File: config.mk
export PLATFORM = sky130hd
export DESIGN_NAME = decode_stage
export DESIGN_NICKNAME = d
export VERILOG_FILES = /design/src/rtl/rv32i_pkg.sv /design/src/rtl/instr_decoder.sv /design/src/rtl/decode_stage.sv
export SDC_FILE = /design/constraint.sdc
export NUM_CORES = 1
export LEC_CHECK = 0
export BUFFER_PORTS_ARGS = -buffer_cell sky130_fd_sc_hd__buf_2
export CELL_PAD_IN_SITES_DETAIL_PLACEMENT = 1
export CELL_PAD_IN_SITES_GLOBAL_PLACEMENT = 2
export CORE_MARGIN = 4
export CORE_UTILIZATION = 33
export DETAILED_ROUTE_END_ITERATION = 6
export PLACE_DENSITY_LB_ADDON = 0.1
export SLEW_MARGIN = 10
export SYNTH_ARGS = -nofsm -noshare
export SYNTH_HDL_FRONTEND = slang
export SYNTH_HIERARCHICAL = 1
export SYNTH_SLANG_ARGS = --single-unit
export TNS_END_PERCENT = 5
File: constraint.sdc
create_clock -name clk -period 2.6 [get_ports clk]
set_clock_uncertainty 0.1 [all_clocks]
set_input_delay 0.13 -clock clk [delete_from_list [all_inputs] [get_ports clk]]
set_output_delay 0.13 -clock clk [all_outputs]
set_load 0.02 [all_outputs]
File: src/rtl/rv32i_pkg.sv
// Shared definitions for the RV32 decode stage.
//   - opcode constants for the instruction classes the decoder understands
//   - 4-bit ALU operation codes
//   - decoded-entry record carried through the skid buffer
//   - skid buffer occupancy states
//   - lookup from {funct7, funct3} to an ALU code for register-register ops
package rv32i_pkg;

  localparam logic [6:0] OPC_LUI    = 7'b0110111;
  localparam logic [6:0] OPC_OP_IMM = 7'b0010011;
  localparam logic [6:0] OPC_OP     = 7'b0110011;
  localparam logic [6:0] OPC_BRANCH = 7'b1100011;

  localparam logic [3:0] ALU_ADD = 4'b0000;
  localparam logic [3:0] ALU_SUB = 4'b0001;
  localparam logic [3:0] ALU_XOR = 4'b0010;
  localparam logic [3:0] ALU_OR  = 4'b0011;
  localparam logic [3:0] ALU_AND = 4'b0100;
  localparam logic [3:0] ALU_SLL = 4'b0101;
  localparam logic [3:0] ALU_SRL = 4'b0110;
  localparam logic [3:0] ALU_SLT = 4'b1001;
  localparam logic [3:0] ALU_MUL = 4'b1100;
  localparam logic [3:0] ALU_DIV = 4'b1101;

  typedef enum logic [1:0] {
    ST_EMPTY = 2'd0,
    ST_ONE   = 2'd1,
    ST_TWO   = 2'd2
  } skid_state_e;

  typedef struct packed {
    logic [31:0] pc;
    logic        is_lui;
    logic        is_i_type;
    logic        is_branch;
    logic        rd_we;
    logic        illegal;
    logic [3:0]  alu_ops;
    logic [31:0] imm;
    logic [4:0]  rs1;
    logic [4:0]  rs2;
    logic [4:0]  rd;
  } decoded_t;

  // Returns {legal, alu_code}; legal=0 for any unsupported combination.
  function automatic logic [4:0] op_alu_lookup(input logic [6:0] funct7,
                                               input logic [2:0] funct3);
    logic [4:0] res;
    res = 5'b0;
    case ({funct7, funct3})
      {7'b0000000, 3'b000}: res = {1'b1, ALU_ADD};
      {7'b0100000, 3'b000}: res = {1'b1, ALU_SUB};
      {7'b0000000, 3'b100}: res = {1'b1, ALU_XOR};
      {7'b0000000, 3'b110}: res = {1'b1, ALU_OR};
      {7'b0000000, 3'b111}: res = {1'b1, ALU_AND};
      {7'b0000000, 3'b001}: res = {1'b1, ALU_SLL};
      {7'b0000000, 3'b101}: res = {1'b1, ALU_SRL};
      {7'b0000000, 3'b010}: res = {1'b1, ALU_SLT};
      {7'b0000001, 3'b000}: res = {1'b1, ALU_MUL};
      {7'b0000001, 3'b100}: res = {1'b1, ALU_DIV};
      default:              res = 5'b0;
    endcase
    return res;
  endfunction

endpackage

File: src/rtl/instr_decoder.sv
// Pure combinational instruction-to-fields decoder.
// Ports:
//   instr_i  [31:0] instruction word
//   pc_i     [31:0] PC of the instruction (passed through)
//   dec_o           decoded entry (decoded_t)
// Register addresses are always taken from the fixed RV32 bit positions,
// even for illegal instructions; every other field is cleared when illegal.
module instr_decoder
  import rv32i_pkg::*;
(
  input  logic [31:0] instr_i,
  input  logic [31:0] pc_i,
  output decoded_t    dec_o
);

  logic [6:0] opcode;
  logic [2:0] funct3;
  logic [6:0] funct7;
  logic [4:0] op_lookup;
  logic       bad;

  assign opcode    = instr_i[6:0];
  assign funct3    = instr_i[14:12];
  assign funct7    = instr_i[31:25];
  assign op_lookup = op_alu_lookup(funct7, funct3);

  always_comb begin
    dec_o     = '0;
    bad       = 1'b0;
    dec_o.pc  = pc_i;
    dec_o.rs1 = instr_i[19:15];
    dec_o.rs2 = instr_i[24:20];
    dec_o.rd  = instr_i[11:7];

    case (opcode)
      OPC_LUI: begin
        // Upper immediate is delivered right-aligned, not shifted into place.
        dec_o.is_lui  = 1'b1;
        dec_o.rd_we   = 1'b1;
        dec_o.alu_ops = ALU_ADD;
        dec_o.imm     = {12'b0, instr_i[31:12]};
      end
      OPC_OP_IMM: begin
        dec_o.is_i_type = 1'b1;
        dec_o.rd_we     = 1'b1;
        dec_o.imm       = {{20{instr_i[31]}}, instr_i[31:20]};
        case (funct3)
          3'b000:  dec_o.alu_ops = ALU_ADD;
          3'b100:  dec_o.alu_ops = ALU_XOR;
          default: bad = 1'b1;
        endcase
      end
      OPC_OP: begin
        dec_o.rd_we   = 1'b1;
        dec_o.alu_ops = op_lookup[3:0];
        bad           = ~op_lookup[4];
      end
      OPC_BRANCH: begin
        dec_o.is_branch = 1'b1;
        dec_o.alu_ops   = {1'b0, funct3};
        dec_o.imm       = {{19{instr_i[31]}}, instr_i[31], instr_i[7],
                           instr_i[30:25], instr_i[11:8], 1'b0};
      end
      default: bad = 1'b1;
    endcase

    if (bad) begin
      dec_o.is_lui    = 1'b0;
      dec_o.is_i_type = 1'b0;
      dec_o.is_branch = 1'b0;
      dec_o.rd_we     = 1'b0;
      dec_o.alu_ops   = 4'b0000;
      dec_o.imm       = 32'b0;
      dec_o.illegal   = 1'b1;
    end
  end

endmodule

File: src/rtl/decode_stage.sv
// Decode stage: decodes incoming instructions and holds them in a 2-entry
// skid buffer between fetch and execute.
// Ports:
//   clk, rst                     clock, synchronous active-high reset
//   in_valid/in_ready            fetch handshake (in_ready is registered)
//   in_instr, in_pc              instruction word and its PC
//   flush                        drop everything held and incoming
//   out_valid/out_ready          execute handshake
//   out_pc, is_lui, is_i_type,
//   is_branch, rd_we, illegal,
//   alu_ops, imm, rs1_addr,
//   rs2_addr, rd_addr            decoded fields of the head (oldest) entry
//   decoded_count                output handshakes since reset, wrapping
module decode_stage
  import rv32i_pkg::*;
#(
  parameter int COUNT_W = 32
) (
  input  logic               clk,
  input  logic               rst,
  input  logic               in_valid,
  output logic               in_ready,
  input  logic [31:0]        in_instr,
  input  logic [31:0]        in_pc,
  input  logic               flush,
  output logic               out_valid,
  input  logic               out_ready,
  output logic [31:0]        out_pc,
  output logic               is_lui,
  output logic               is_i_type,
  output logic               is_branch,
  output logic               rd_we,
  output logic               illegal,
  output logic [3:0]         alu_ops,
  output logic [31:0]        imm,
  output logic [4:0]         rs1_addr,
  output logic [4:0]         rs2_addr,
  output logic [4:0]         rd_addr,
  output logic [COUNT_W-1:0] decoded_count
);

  skid_state_e        state_q, state_d;
  decoded_t           head_q, head_d;
  decoded_t           tail_q, tail_d;
  logic               in_ready_q;
  logic [COUNT_W-1:0] count_q, count_d;
  decoded_t           dec;
  logic               in_hs;
  logic               out_hs;

  instr_decoder u_instr_decoder (
    .instr_i (in_instr),
    .pc_i    (in_pc),
    .dec_o   (dec)
  );

  assign out_valid = (state_q != ST_EMPTY);
  assign in_ready  = in_ready_q;
  assign in_hs     = in_valid && in_ready_q;
  assign out_hs    = out_valid && out_ready;

  // Head register always holds the oldest entry; tail only fills when the
  // head is stalled, so order is preserved without any pointer logic.
  always_comb begin
    state_d = state_q;
    head_d  = head_q;
    tail_d  = tail_q;
    count_d = count_q;
    if (flush) begin
      // Flush discards held entries and any concurrent handshake, and the
      // output handshake of a flushed entry is not counted.
      state_d = ST_EMPTY;
    end else begin
      if (out_hs) begin
        count_d = count_q + {{(COUNT_W-1){1'b0}}, 1'b1};
      end
      case (state_q)
        ST_EMPTY: begin
          if (in_hs) begin
            head_d  = dec;
            state_d = ST_ONE;
          end
        end
        ST_ONE: begin
          if (in_hs && out_hs) begin
            head_d = dec;
          end else if (in_hs) begin
            tail_d  = dec;
            state_d = ST_TWO;
          end else if (out_hs) begin
            state_d = ST_EMPTY;
          end
        end
        ST_TWO: begin
          // in_ready is low here, so only the output side can move.
          if (out_hs) begin
            head_d  = tail_q;
            state_d = ST_ONE;
          end
        end
        default: state_d = ST_EMPTY;
      endcase
    end
  end

  always_ff @(posedge clk) begin
    if (rst) begin
      state_q    <= ST_EMPTY;
      head_q     <= '0;
      tail_q     <= '0;
      in_ready_q <= 1'b1;
      count_q    <= '0;
    end else begin
      state_q    <= state_d;
      head_q     <= head_d;
      tail_q     <= tail_d;
      in_ready_q <= (state_d != ST_TWO);
      count_q    <= count_d;
    end
  end

  assign out_pc        = head_q.pc;
  assign is_lui        = head_q.is_lui;
  assign is_i_type     = head_q.is_i_type;
  assign is_branch     = head_q.is_branch;
  assign rd_we         = head_q.rd_we;
  assign illegal       = head_q.illegal;
  assign alu_ops       = head_q.alu_ops;
  assign imm           = head_q.imm;
  assign rs1_addr      = head_q.rs1;
  assign rs2_addr      = head_q.rs2;
  assign rd_addr       = head_q.rd;
  assign decoded_count = count_q;

endmodule

# [Word level (Yosys, flattened, before mapping)]
# Index checks and enable logic that the tools add are counted.
[word_totals] n_memories=0 romBits=0 latchBits=0 reg_bits=211 output_inout_bits=122 mem_bits_rw=0
[classes] muxes=22 n_eq_ne=20 order_cmp=0 n_addsub=1 bitwise_logic=3 n_mul=0 n_div=0 n_reduce_logical=14 shifts=0
[op_table] op="88-bit two-way mux" n=3
[op_table] op="88-bit one-hot mux with 3 select lines" n=1
[op_table] op="32-bit one-hot mux with 3 select lines" n=1
[op_table] op="5-bit one-hot mux with 10 select lines" n=1
[op_table] op="41-bit two-way mux" n=1
[op_table] op="10-bit by 3-bit == test with 1-bit output (second input constant)" n=4
[op_table] op="32-bit by 1-bit adder with 32-bit output (second input constant)" n=1
[op_table] op="10-bit by 4-bit == test with 1-bit output (second input constant)" n=2
[op_table] op="7-bit by 6-bit == test with 1-bit output (second input constant)" n=2
[op_table] op="2-bit two-way mux" n=7
[op_table] op="4-bit one-hot mux with 3 select lines" n=1
[op_table] op="10-bit by 1-bit == test with 1-bit output (second input constant)" n=1
[op_table] op="10-bit by 2-bit == test with 1-bit output (second input constant)" n=1
[op_table] op="10-bit by 9-bit == test with 1-bit output (second input constant)" n=1
[op_table] op="10-bit zero test" n=1
[op_table] op="2-bit inequality test (second input constant)" n=4
[op_table] op="7-bit by 5-bit == test with 1-bit output (second input constant)" n=1
[op_table] op="7-bit == test (second input constant)" n=1
[op_table] op="2-bit one-hot mux with 3 select lines" n=1
[op_table] op="1-bit two-way mux" n=5
[op_table] op="5-bit AND reduction" n=1
[op_table] op="4-bit AND reduction" n=1
[op_table] op="2-bit OR reduction" n=2
[op_table] op="3-bit == test (second input constant)" n=1
[op_table] op="other kinds (11)" n=15

# [Longest topological paths before layout]
# Gate-level depths: netlist of run 1.
[depth] depth_word=8 depth_mapped=8

# [Hierarchy]
# Netlist of run 1, hierarchy kept.
[by_module_without_submodules] module="decode_stage" area_per_inst_um2=8896.0 cells_per_inst=1009 n_inst=1 seq_area_each_um2=4224.1
[by_module_without_submodules] module="instr_decoder" area_per_inst_um2=1052.3 cells_per_inst=159 n_inst=1 seq_area_each_um2=0.0

# [Worst setup path before layout of run 1]
# Ideal clock, no wire load.
[synth_timing] path_type="input to register" from="input port in_instr[4]" to="register head_q, in the netlist imm[31]" path_slack_ps=341 path_stages=8 setup_ps=91 arrival_time_ps=2068 path_cell_list="or3b_2 -> a211oi_1 -> a21oi_1 -> buf_2 -> nor2_1 -> buf_4 -> mux2i_1 -> a311oi_1"
[synth_lines] item="from (decl)" line="decode_stage.sv:23" rtl="input logic [31:0] in_instr,"
[synth_lines] item="to (signal assigned)" line="decode_stage.sv:109" rtl="head_q <= '0;"
[synth_lines] item="to (signal assigned)" line="decode_stage.sv:115" rtl="head_q <= head_d;"
[synth_lines] item="to (decl)" line="decode_stage.sv:43" rtl="decoded_t head_q, head_d;"

# [Worst setup path after layout of run 1]
[layout_timing] from="register state_q[0]" to="register tail_q[74] in the netlist's numbering"
[layout_via] elab_chain_cells=5 word_cells_on_any_way=6 cone_classes="1 x eq/ne; 1 x bitwise; 4 x reduce/logical"
[layout_lines] item="from (decl)" line="decode_stage.sv:42" rtl="skid_state_e state_q, state_d;"
[layout_lines] item="from (signal assigned)" line="decode_stage.sv:114" rtl="state_q <= state_d;"
[layout_lines] item="2-bit nonzero test" line="decode_stage.sv:57" rtl="assign out_valid = (state_q != ST_EMPTY);"
[layout_lines] item="1-bit logical AND" line="decode_stage.sv:60" rtl="assign out_hs = out_valid && out_ready;"
[layout_lines] item="1-bit logical AND" line="decode_stage.sv:85" rtl="if (in_hs && out_hs) begin"
[layout_lines] item="1-bit NOT (no line)"
[layout_lines] item="4-bit AND reduction (no line) *"
[layout_lines] item="to (signal assigned)" line="decode_stage.sv:116" rtl="tail_q <= tail_d;"
[layout_lines] item="to (decl)" line="decode_stage.sv:44" rtl="decoded_t tail_q, tail_d;"
# Mark *: on every way between the ends. The rest lies on a longest branch, timed or not.
# A chain may end at the register's enable or synchronous reset.

==> PnR_summary.wiki, run 1 <==
{| class="wikitable"
! Metric !! Value
|-
| Max Cap Violations || 0
|-
| Total detailed-routing wirelength || 32200 µm
|-
| Max frequency || 427 MHz
|-
| H-tree depth reported by CTS || 1
|-
| Layout area overhead || 25.2%
|-
| Floorplan core area || 29700 µm²
|-
| Initial cell density of the core || 33.5%
|-
| Setup Total Neg Slack || 0 ns
|-
| Clock tree root driver cell || sky130_fd_sc_hd__clkbuf_16
|-
| I/O Pins || 191
|-
| Max stage delay on crit path || 0.57 ns
|-
| Bufs on Longest Clock Path || 3
|-
| Area of the mapped netlist || 9950 µm²
|-
| Count of final hold-check violations || 0
|-
| Placed Instances || 1613
|-
| Top cell type's share of synthesized area || 42.5%
|-
| Transition at the pin with the smallest max-transition slack || 0.487 ns
|-
| Width of the die || approximately 180 µm
|-
| Quantity of I/O buffers inserted on ports || 190
|-
| Power per standard cell area || about 630 nW/µm²
|-
| Async set-reset flop share out of synthesis || 0%
|-
| Die Span Y || 182 µm
|-
| Fraction of final layout cells sized beyond drive strength 1 || roughly 22%
|-
| Crit path required time || 2.90 ns
|-
| Pin count of the biggest net entering global routing || 93
|-
| Synth Warn # || 6
|-
| Final Instance Area || 12500 µm²
|-
| Prevailing post-synth register cell || sky130_fd_sc_hd__dfxtp_1
|-
| Fin cells || about 1700
|-
| Last weighted congestion value of the routability-driven placer || between 0.7 and 0.8
|-
| Worst Path Buf+Inv || 2
|-
| Leading cell types by total area after synthesis || sky130_fd_sc_hd__dfxtp_1 (42%), sky130_fd_sc_hd__a21oi_1 (10%), sky130_fd_sc_hd__mux2i_1 (9.0%), sky130_fd_sc_hd__a311oi_1 (7.8%), sky130_fd_sc_hd__nand2_1 (7.6%)
|-
| DP Wirelength || 20900 µm
|-
| Final Net Count || 1389
|-
| Synthesized area per cell || ~8.5 µm²
|-
| Largest vdd supply drop || between 0.4 and 0.5 mV
|-
| Total congestion overflow || 0
|-
| Number of synthesized flops with an enable pin || 0
|-
| Total setup violations reported at the end of the flow || 0
|-
| Num rows || between 60 and 70
|-
| Arrival time worst endpoint || 2.64 ns
|-
| Worst-path fanout max || 36
|-
| Final-layout worst hold slack || 0.0691 ns
|-
| Clock sink count || 211
|-
| Clock transition time at the flip-flop clock pins of the worst setup and hold paths || 0.06 ns
|-
| Total Routing Usage GR || between 10% and 20%
|-
| Family with the most delay on the worst path || simple AND/OR/NAND/NOR gates
|-
| Sequential area share after synthesis || a little over two fifths
|-
| Leakage power figure || 5.17 nW
|-
| Netlist cell types || 62
|-
| Count of mapped cells out of synthesis || ~1200
|-
| Die area || 33000 µm²
|-
| Post-Synthesis Net Count || 1238
|-
| Final cycle utilization of the critical path || 90.1%
|-
| Slew Viols, Final || 0
|-
| Number of buffers created by CTS || 27
|-
| Cells along the critical path || nand2b_1, or3_4, buf_12, nand2_1, a21oi_1, dlygate4sd3_1
|-
| Status || completed
|-
| Library cell with the largest summed area after synthesis || sky130_fd_sc_hd__dfxtp_1
|-
| Classification of the worst-slack hold path || in2reg
|-
| Final Critical Period || 2.34 ns
|-
| Max_slew headroom || 67.5%
|-
| Post-Place Cell Area || approximately 11000 µm²
|-
| Number of global-route vias before repair || 9039
|-
| Global-route wire length before repair || between 50000 and 60000 µm
|-
| Max stage delay cell, worst path || sky130_fd_sc_hd__dlygate4sd3_1
|-
| Category of the worst setup path capture point || flop
|-
| Detailed-route wire length per cell || 18.6 µm
|-
| Antenna violations before repair || 0
|-
| Detailed-routing iteration count for the pre-antenna-repair pass || 6
|-
| TritonCTS clock tree || built
|-
| Worst Setup Path Type || reg2reg
|-
| Antenna Cells || 0
|-
| Mean number of vias per cell || 5.22
|-
| Detailed router's first-iteration violation count || 392
|-
| DRC violation count after routing || 0
|-
| Final standard cell utilization of the core || 41.9%
|-
| DRT antenna net count || 0
|-
| CP startpoint kind || flop
|-
| Vias post-DR || between 9000 and 10000
|-
| Flip-flop and latch count after synthesis || 211
|-
| Clk_lat worst skew || 0.53 ns
|-
| Unrepaired setup endpoints after global routing || no
|}
routing by layer:
metal | wire length [µm] | track usage [%] | up-vias
met5 | 0 | 0 | -
met3 | 1540 | 3.55 | 28
met4 | 487 | 3.12 | 0
met1 | 15400 | 26.2 | 4356
met2 | 14800 | 30.6 | 158
li1 | - | - | 4484
worst paths after layout:
check                                from                      end  slack, ns  cells after the start
setup / recovery    state_q[0]$_SDFF_PP0_  tail_q[74]$_SDFFE_PP0P_       0.26                      6
hold / removal               in_instr[13]  tail_q[48]$_SDFFE_PP0P_       0.07                      6
setup reg to reg    state_q[0]$_SDFF_PP0_  tail_q[74]$_SDFFE_PP0P_       0.26                      6
hold reg to reg   tail_q[81]$_SDFFE_PP0P_  tail_q[81]$_SDFFE_PP0P_       0.35                      2
worst reg2reg max path, cell delays in order, from the launching register on:
cell and delay (ns):
sky130_fd_sc_hd__dfxtp_1 0.40, sky130_fd_sc_hd__nand2b_1 0.19, sky130_fd_sc_hd__or3_4 0.56, sky130_fd_sc_hd__buf_12 0.24, sky130_fd_sc_hd__nand2_1 0.09, sky130_fd_sc_hd__a21oi_1 0.06, sky130_fd_sc_hd__dlygate4sd3_1 0.57
stage by stage:
stage / setup WS, ns / power, mW
2_1_floorplan: 0.341 / 3.96
3_3_place_gp: 0.400 / 4.23
3_5_place_dp: 0.312 / 4.24
4_1_cts: 0.238 / 7.99
5_1_grt: 0.116 / 8.19
6_report: 0.257 / 7.86
registers in the layout (all words and copies together) (netlist names):
register       cells
alu_ops            4
tail_q            88
rs1_addr           5
is_branch          1
rd_we              1
in_ready           1
is_i_type          1
state_q            2
decoded_count     32
out_pc            32
is_lui             1
illegal            1
rs2_addr           5
rd_addr            5
imm               32
report_power, final:
part | switching, mW | leakage, nW | total, mW | internal [mW]
Sequential | 0.0560 | 1.72 | 3.39 | 3.33
Clock | 1.46 | 0.428 | 3.63 | 2.17
Combinational | 0.523 | 3.03 | 0.841 | 0.318
Total | 2.04 | 5.17 | 7.86 | 5.82
timing repair:
action | 4_1_cts | 5_1_grt
hold buffers | 67 | 0
hold endpoints to repair | 127 | 0
resized for setup | 0 | 0
setup buffers | 0 | 0
cell type report:
cell class,count,area (µm²)
tap,390,488
multi-input combinational,781,4860
sequential,211,4220
clock inverter,10,81.3
timing repair buffer,291,2000
fill,3501,17300
inverter,7,31.3
clock buffer,38,777
cell usage after synthesis, types with 3 or more instances:
cell type	instances
sky130_fd_sc_hd__or3_1	4
sky130_fd_sc_hd__nor3_1	4
sky130_fd_sc_hd__nor2b_1	11
sky130_fd_sc_hd__buf_4	59
sky130_fd_sc_hd__buf_2	17
sky130_fd_sc_hd__mux2_2	9
sky130_fd_sc_hd__nand3b_1	3
sky130_fd_sc_hd__xor2_1	3
sky130_fd_sc_hd__nand4_1	10
sky130_fd_sc_hd__o31ai_1	15
sky130_fd_sc_hd__clkbuf_1	83
sky130_fd_sc_hd__a311oi_1	89
sky130_fd_sc_hd__inv_1	5
sky130_fd_sc_hd__nor4_1	11
sky130_fd_sc_hd__mux2i_1	89
sky130_fd_sc_hd__nand3_1	11
sky130_fd_sc_hd__nor2_1	33
sky130_fd_sc_hd__dfxtp_1	211
sky130_fd_sc_hd__nand2_1	202
sky130_fd_sc_hd__nand2b_1	5
sky130_fd_sc_hd__o21ai_0	4
sky130_fd_sc_hd__and4_1	4
sky130_fd_sc_hd__a22oi_1	7
sky130_fd_sc_hd__a222oi_1	5
sky130_fd_sc_hd__or4_1	18
sky130_fd_sc_hd__buf_1	9
sky130_fd_sc_hd__and2_1	5
sky130_fd_sc_hd__a21oi_1	204
cells by family (layout without fill, tap and decap cells):
family                   count (synthesis)  count (layout)  share of synthesized area, %
adder cells (fa/ha/maj)                  1               1                         0.126
AND/OR/NAND/NOR                        338             338                          16.1
XOR/XNOR                                 5               5                         0.440
flip-flops                             211             211                          42.5
buffers and inverters                  176             346                          9.09
AO/OA/AOI/OAI                          339             339                          21.8
multiplexers                            98              98                          9.97
placed cells by master, fill, tap and decap left out, drive strengths merged, types with 8 or more instances in the layout:
cell type	n
a21oi	204
a311oi	89
buf	224
clkbuf	38
clkinv	8
dfxtp	211
dlygate4sd3	67
mux2	9
mux2i	89
nand2	203
nand3	11
nand4	11
nor2	33
nor2b	11
nor4	12
o31ai	15
or4	19
Power figures use the tool's default switching activity.
==> inputs of run 2 (changes only) <==
==> constraint.sdc (replaced) <==
create_clock -name clk -period 2.6 [get_ports clk]
set_clock_uncertainty 0.1 [all_clocks]
set_input_delay 0.78 -clock clk [delete_from_list [all_inputs] [get_ports clk]]
set_output_delay 0.78 -clock clk [all_outputs]
set_load 0.02 [all_outputs]
==> run 2 against run 1 <==
Flip-flop and latch count is the same. Die area is the same. Via count decreased by 1.2%. Register-to-register slack better by 0.09 ns. Worst hold slack better by 0.28 ns. Utilization down 1.2 points. Sequential power is essentially flat. Sequential share of layout area rose by 0.96 points. Largest cell class unchanged. Largest power group unchanged.
==> PnR_summary.wiki, run 2 (same netlist as run 1, synthesis figures left out) <==
{| class="wikitable"
! Metric !! Value
|-
| Number of fill cells || 3517
|-
| DP Wirelength || 21000 µm
|-
| Area of the multi-input gates || between 4000 and 5000 µm²
|-
| Cells along the critical path || or2_1, buf_2
|-
| Width of the die || 182 µm
|-
| Arrival time worst endpoint || ~1.5 ns
|-
| Most frequent cells in the layout || sky130_fd_sc_hd__dfxtp_1 (211), sky130_fd_sc_hd__a21oi_1 (203), sky130_fd_sc_hd__nand2_1 (202)
|-
| Total detailed-routing wirelength || 31300 µm
|-
| Leakage power figure || 5.05 nW
|-
| Power per standard cell area || 638 nW/µm²
|-
| TritonCTS clock tree || built
|-
| Num rows || 63
|-
| Setup WS post-layout || 0.177 ns
|-
| Worst Setup Path Type || reg2out
|-
| H-tree depth reported by CTS || 1
|-
| Final Instance Area || 12100 µm²
|-
| Slew Viols, Final || 0
|-
| Clk_lat worst skew || 0.53 ns
|-
| Sequential standard cell area || 4220 µm²
|-
| Number of buffers created by CTS || 26
|-
| Final Critical Period || 2.42 ns
|-
| Classification of the worst-slack hold path || reg2reg
|-
| Bufs on Longest Clock Path || 3
|-
| Total congestion overflow || 0
|-
| Clock tree root driver cell || sky130_fd_sc_hd__clkbuf_16
|-
| Max_slew headroom || 56.2%
|-
| Total setup violations reported at the end of the flow || 0
|-
| Largest vdd supply drop || around 0.33 mV
|-
| Count of final hold-check violations || 0
|-
| Global-route wire length before repair || approximately 50000 µm
|-
| Category of the worst setup path capture point || output port
|-
| Number of hold buffers added after cts || 0
|-
| Initial cell density of the core || between 30% and 40%
|-
| Max Cap Violations || 0
|-
| Count of instances resized after the clock tree is built || 0
|-
| Final cycle utilization of the critical path || ~93%
|-
| Post-Place Cell Area || around 11000 µm²
|-
| Max FFs per register || 88
|-
| DRC violation count after routing || 0
|-
| Worst-path fanout max || 8
|-
| Pin count of the biggest net entering global routing || 79
|-
| Most common library cell in the layout ignoring fill and taps || sky130_fd_sc_hd__dfxtp_1
|-
| Setup slack of the most critical reg-to-reg path || 0.35 ns
|-
| Max stage delay cell, worst path || sky130_fd_sc_hd__dfxtp_1
|-
| Unrepaired setup endpoints after global routing || no
|-
| I/O Pins || 191
|-
| Final-layout worst hold slack || 0.352 ns
|-
| Worst setup timing slack at the placement stage || -0.192 ns
|-
| Quantity of I/O buffers inserted on ports || 190
|-
| Vias post-DR || 8915
|-
| Final Net Count || 1348
|-
| Antenna violations before repair || 3
|-
| Crit path required time || 1.72 ns
|-
| Mean number of vias per cell || 5.28
|-
| Floorplan core area || 29700 µm²
|-
| Detailed router's first-iteration violation count || 370
|-
| Layout area overhead || 21.7%
|-
| Max frequency || 413 MHz
|-
| Max stage delay on crit path || 0.44 ns
|-
| Last weighted congestion value of the routability-driven placer || 0.786
|-
| Largest register by flop count || tail_q
|-
| DRT antenna net count || 0
|-
| Status || completed
|-
| Family with the most delay on the worst path || flip-flops
|-
| Transition at the pin with the smallest max-transition slack || approximately 0.66 ns
|-
| Fraction of final layout cells sized beyond drive strength 1 || 24.7%
|-
| Clock sink count || 211
|-
| Setup Total Neg Slack || 0 ns
|-
| Detailed-routing iteration count for the pre-antenna-repair pass || 4
|-
| Number of global-route vias before repair || 8943
|-
| Die Span Y || 182 µm
|-
| Final standard cell utilization of the core || 40.7%
|-
| Total Routing Usage GR || 18.2%
|-
| Detailed-route wire length per cell || 18.5 µm
|-
| Worst Path Buf+Inv || 1
|-
| Post-CTS Setup Repair Bufs || 0
|-
| Clock transition time at the flip-flop clock pins of the worst setup and hold paths || 0.06 ns
|-
| Die area || 33000 µm²
|-
| CP startpoint kind || flop
|}
## run 2: routing by layer
metal	vias up	global-route usage, %	share of wire (%)
met5	-	0	0.086
met4	4	3.39	1.5
met3	39	4.89	6.6
met2	183	29.0	45
met1	4285	24.9	47
li1	4404	-	-
## run 2: where the power goes
group	total [mW]	leakage, nW	switching, mW	internal [mW]
registers	3.39	1.72	0.0541	3.33
logic	0.803	2.92	0.513	0.289
clock network	3.53	0.414	1.43	2.10
total	7.72	5.05	2.00	5.73
## run 2: through the flow
| step | total power, mW | std cells |
|---|---|---|
| finish | 7.72 | 1689 |
| global route | 8.08 | 1689 |
| CTS | 7.88 | 1688 |
| detailed placement | 4.27 | 1640 |
| global placement | 4.26 | 1640 |
| floorplan | 3.96 | 1168 |
## run 2: cell type report
class	instances	area share (%)
Timing Repair Buffer	251	13.8
Clock inverter	5	0.238
Inverter	7	0.258
Clock buffer	43	6.65
Antenna cell	1	0.0207
Sequential cell	211	34.9
Multi-Input combinational cell	781	40.2
Tap cell	390	4.03
## run 2: worst reg2reg max path: stages, from the launching register on
cell and delay (ns):
sky130_fd_sc_hd__dfxtp_1 0.48, sky130_fd_sc_hd__nand4_2 0.17, sky130_fd_sc_hd__or4_1 0.66, sky130_fd_sc_hd__nor4_1 0.35, sky130_fd_sc_hd__mux2_2 0.37
## run 2: path summary, 6_finish.rpt
path / from / end / cells after the start
min: tail_q[54]$_SDFFE_PP0P_ / tail_q[54]$_SDFFE_PP0P_ / 2
max: state_q[1]$_SDFF_PP0_ / out_valid / 2
min reg2reg: tail_q[54]$_SDFFE_PP0P_ / tail_q[54]$_SDFFE_PP0P_ / 2
max reg2reg: decoded_count[13]$_SDFFE_PP0P_ / decoded_count[27]$_SDFFE_PP0P_ / 4
==> inputs of run 3 (changes only) <==
CORE_UTILIZATION = 30   (was 33)
clock period = 2.2 ns   (was 2.6 ns; I/O delays follow)
==> run 3 against run 2 <==
Sequential share of layout area is 1.6 points lower. Worst hold slack lost 0.084 ns. Total power up 26%. Non-clock buffer count grew 41. Cell count is 5.6% higher. Critical path depth stayed put. Clock-buffer cell count down 6. Final area is 4.9% higher. Wire length rose by 4.1%. Largest power group unchanged. Highest routed layer unchanged. Sequential power rose by 18%.
==> PnR_summary.wiki, run 3 (same netlist as run 1, synthesis figures left out) <==
{| class="wikitable"
! Metric !! Value
|-
| Status || completed
|-
| Last weighted congestion value of the routability-driven placer || 0.740
|-
| Power, Total || 9.70 mW
|-
| Cells along the critical path || or2_4, buf_2
|-
| Final Instance Area || between 10000 and 15000 µm²
|-
| Most common library cell in the layout ignoring fill and taps || sky130_fd_sc_hd__dfxtp_1
|-
| Vias post-DR || approximately 9000
|-
| Total Routing Usage GR || 17.5%
|-
| Max stage delay on crit path || 0.35 ns
|-
| Slew Viols, Final || 0
|-
| Total detailed-routing wirelength || between 30000 and 40000 µm
|-
| Width of the die || 190 µm
|-
| Final cycle utilization of the critical path || 96.2%
|-
| Area of the multi-input gates || 4880 µm²
|-
| Classification of the worst-slack hold path || in2reg
|-
| Quantity of I/O buffers inserted on ports || 190
|-
| Worst Setup Path Type || reg2out
|-
| Clock sink count || 211
|-
| Final Net Count || 1390
|-
| Num rows || 66
|-
| Transition at the pin with the smallest max-transition slack || 0.555 ns
|-
| Detailed-route wire length per cell || 18.3 µm
|-
| Largest register by flop count || tail_q
|-
| Total congestion overflow || 0
|-
| Die area || about 36000 µm²
|-
| Count of final hold-check violations || 0
|-
| Number of buffers created by CTS || 27
|-
| Number of global-route vias before repair || 9032
|-
| Power per standard cell area || ~760 nW/µm²
|-
| Placed Instances || ~1700
|-
| Clock transition time at the flip-flop clock pins of the worst setup and hold paths || 0.06 ns
|-
| Global-route wire length before repair || 51900 µm
|-
| DRC violation count after routing || 0
|-
| Largest vdd supply drop || 0.519 mV
|-
| Worst Path Buf+Inv || 1
|-
| Max_slew headroom || 63.0%
|-
| H-tree depth reported by CTS || 1
|-
| Total setup violations reported at the end of the flow || 0
|-
| Family with the most delay on the worst path || flip-flops
|-
| Leakage power figure || 5.35 nW
|-
| Post-Place Cell Area || 11700 µm²
|-
| Most frequent cells in the layout || sky130_fd_sc_hd__dfxtp_1 (211), sky130_fd_sc_hd__a21oi_1 (203), sky130_fd_sc_hd__nand2_1 (202)
|-
| Final Critical Period || around 2.1 ns
|-
| Floorplan core area || 32600 µm²
|-
| Detailed-routing iteration count for the pre-antenna-repair pass || 5
|-
| Setup WS post-layout || 0.0828 ns
|-
| Clock tree root driver cell || sky130_fd_sc_hd__clkbuf_16
|-
| Final-layout worst hold slack || 0.268 ns
|-
| Arrival time worst endpoint || 1.36 ns
|-
| DP Wirelength || approximately 22000 µm
|-
| Number of fill cells || 3849
|-
| Layout area overhead || 27.7%
|-
| TritonCTS clock tree || built
|-
| Category of the worst setup path capture point || output port
|-
| Post-CTS Setup Repair Bufs || 0
|-
| Worst setup timing slack at the placement stage || -0.437 ns
|-
| Max Cap Violations || 0
|-
| Unrepaired setup endpoints after global routing || yes
|-
| Antenna Cells || 0
|-
| Fin cells || around 1800
|-
| Fraction of final layout cells sized beyond drive strength 1 || between 20 and 30%
|-
| DRT antenna net count || 0
|-
| CP startpoint kind || flop
|-
| Max stage delay cell, worst path || sky130_fd_sc_hd__dfxtp_1
|-
| Detailed router's first-iteration violation count || 361
|-
| Bufs on Longest Clock Path || 3
|-
| Die Span Y || 190 µm
|-
| Pin count of the biggest net entering global routing || 65
|-
| Antenna violations before repair || 2
|-
| Max frequency || 472 MHz
|-
| Crit path required time || roughly 1.4 ns
|-
| Max FFs per register || 88
|-
| Worst-path fanout max || 8
|-
| I/O Pins || 191
|-
| Initial cell density of the core || between 30% and 40%
|-
| Mean number of vias per cell || 5.07
|-
| Clk_lat worst skew || 0.53 ns
|-
| Sequential standard cell area || ~4200 µm²
|}
run 3: cell count changes in the layout (fill, tap and decap cells not counted), moves of 2 or more:
cell and delta:
sky130_fd_sc_hd__buf_4 +34, sky130_fd_sc_hd__bufinv_16 +4, sky130_fd_sc_hd__clkinv_2 +2, sky130_fd_sc_hd__buf_12 +7, sky130_fd_sc_hd__or3b_4 +2, sky130_fd_sc_hd__clkbuf_1 -5
run 3: path summary, 6_finish.rpt:
check,start,end,slack [ns],cells past startpoint
worst max-delay path,state_q[0]$_SDFF_PP0_,out_valid,0.08,2
worst min-delay path,in_pc[21],tail_q[77]$_SDFFE_PP0P_,0.27,3
worst max register to register,decoded_count[16]$_SDFFE_PP0P_,decoded_count[31]$_SDFFE_PP0P_,0.13,4
worst min register to register,tail_q[79]$_SDFFE_PP0P_,tail_q[79]$_SDFFE_PP0P_,0.35,2
run 3: worst reg2reg max path, stage by stage, from the launching register on:
cell and delay, ns:
sky130_fd_sc_hd__dfxtp_1 0.35, sky130_fd_sc_hd__nand4_2 0.15, sky130_fd_sc_hd__or4_1 0.68, sky130_fd_sc_hd__nor4_1 0.32, sky130_fd_sc_hd__mux2_2 0.37
run 3: power breakdown:
group | internal (mW) | switching [mW] | leakage (nW)
clock network | 2.93 | 1.79 | 0.471
registers | 3.94 | 0.0646 | 1.72
logic | 0.366 | 0.615 | 3.16
total | 7.23 | 2.47 | 5.35
run 3: final cells by class:
type                            instances  area share (%)
Multi-Input combinational cell        781            38.4
Clock buffer                           37            6.09
Clock inverter                         13            1.40
Timing Repair Buffer                  292            16.2
Tap cell                              442            4.35
Sequential cell                       211            33.2
Inverter                                7           0.246
run 3: layer usage:
metal | up-vias | GRT usage [%] | wire length, µm
met5 | - | 0 | 23
met4 | 4 | 4.03 | 676
met3 | 37 | 3.67 | 1470
met2 | 150 | 28.5 | 14800
met1 | 4367 | 23.9 | 15600
li1 | 4486 | - | -
run 3: timing repair:
action                     CTS  global route
gates resized for setup      1             1
hold buffers                 0             0
setup endpoints to repair    1             6
run 3: per-stage QoR:
stage                     TNS (ns)  utilization, %
after floorplan              -4.94               -
after global placement      -18.27            36.0
after detailed placement    -20.25            36.0
after CTS                        0            38.9
after global routing       -0.0824            38.9
final                            0            38.9
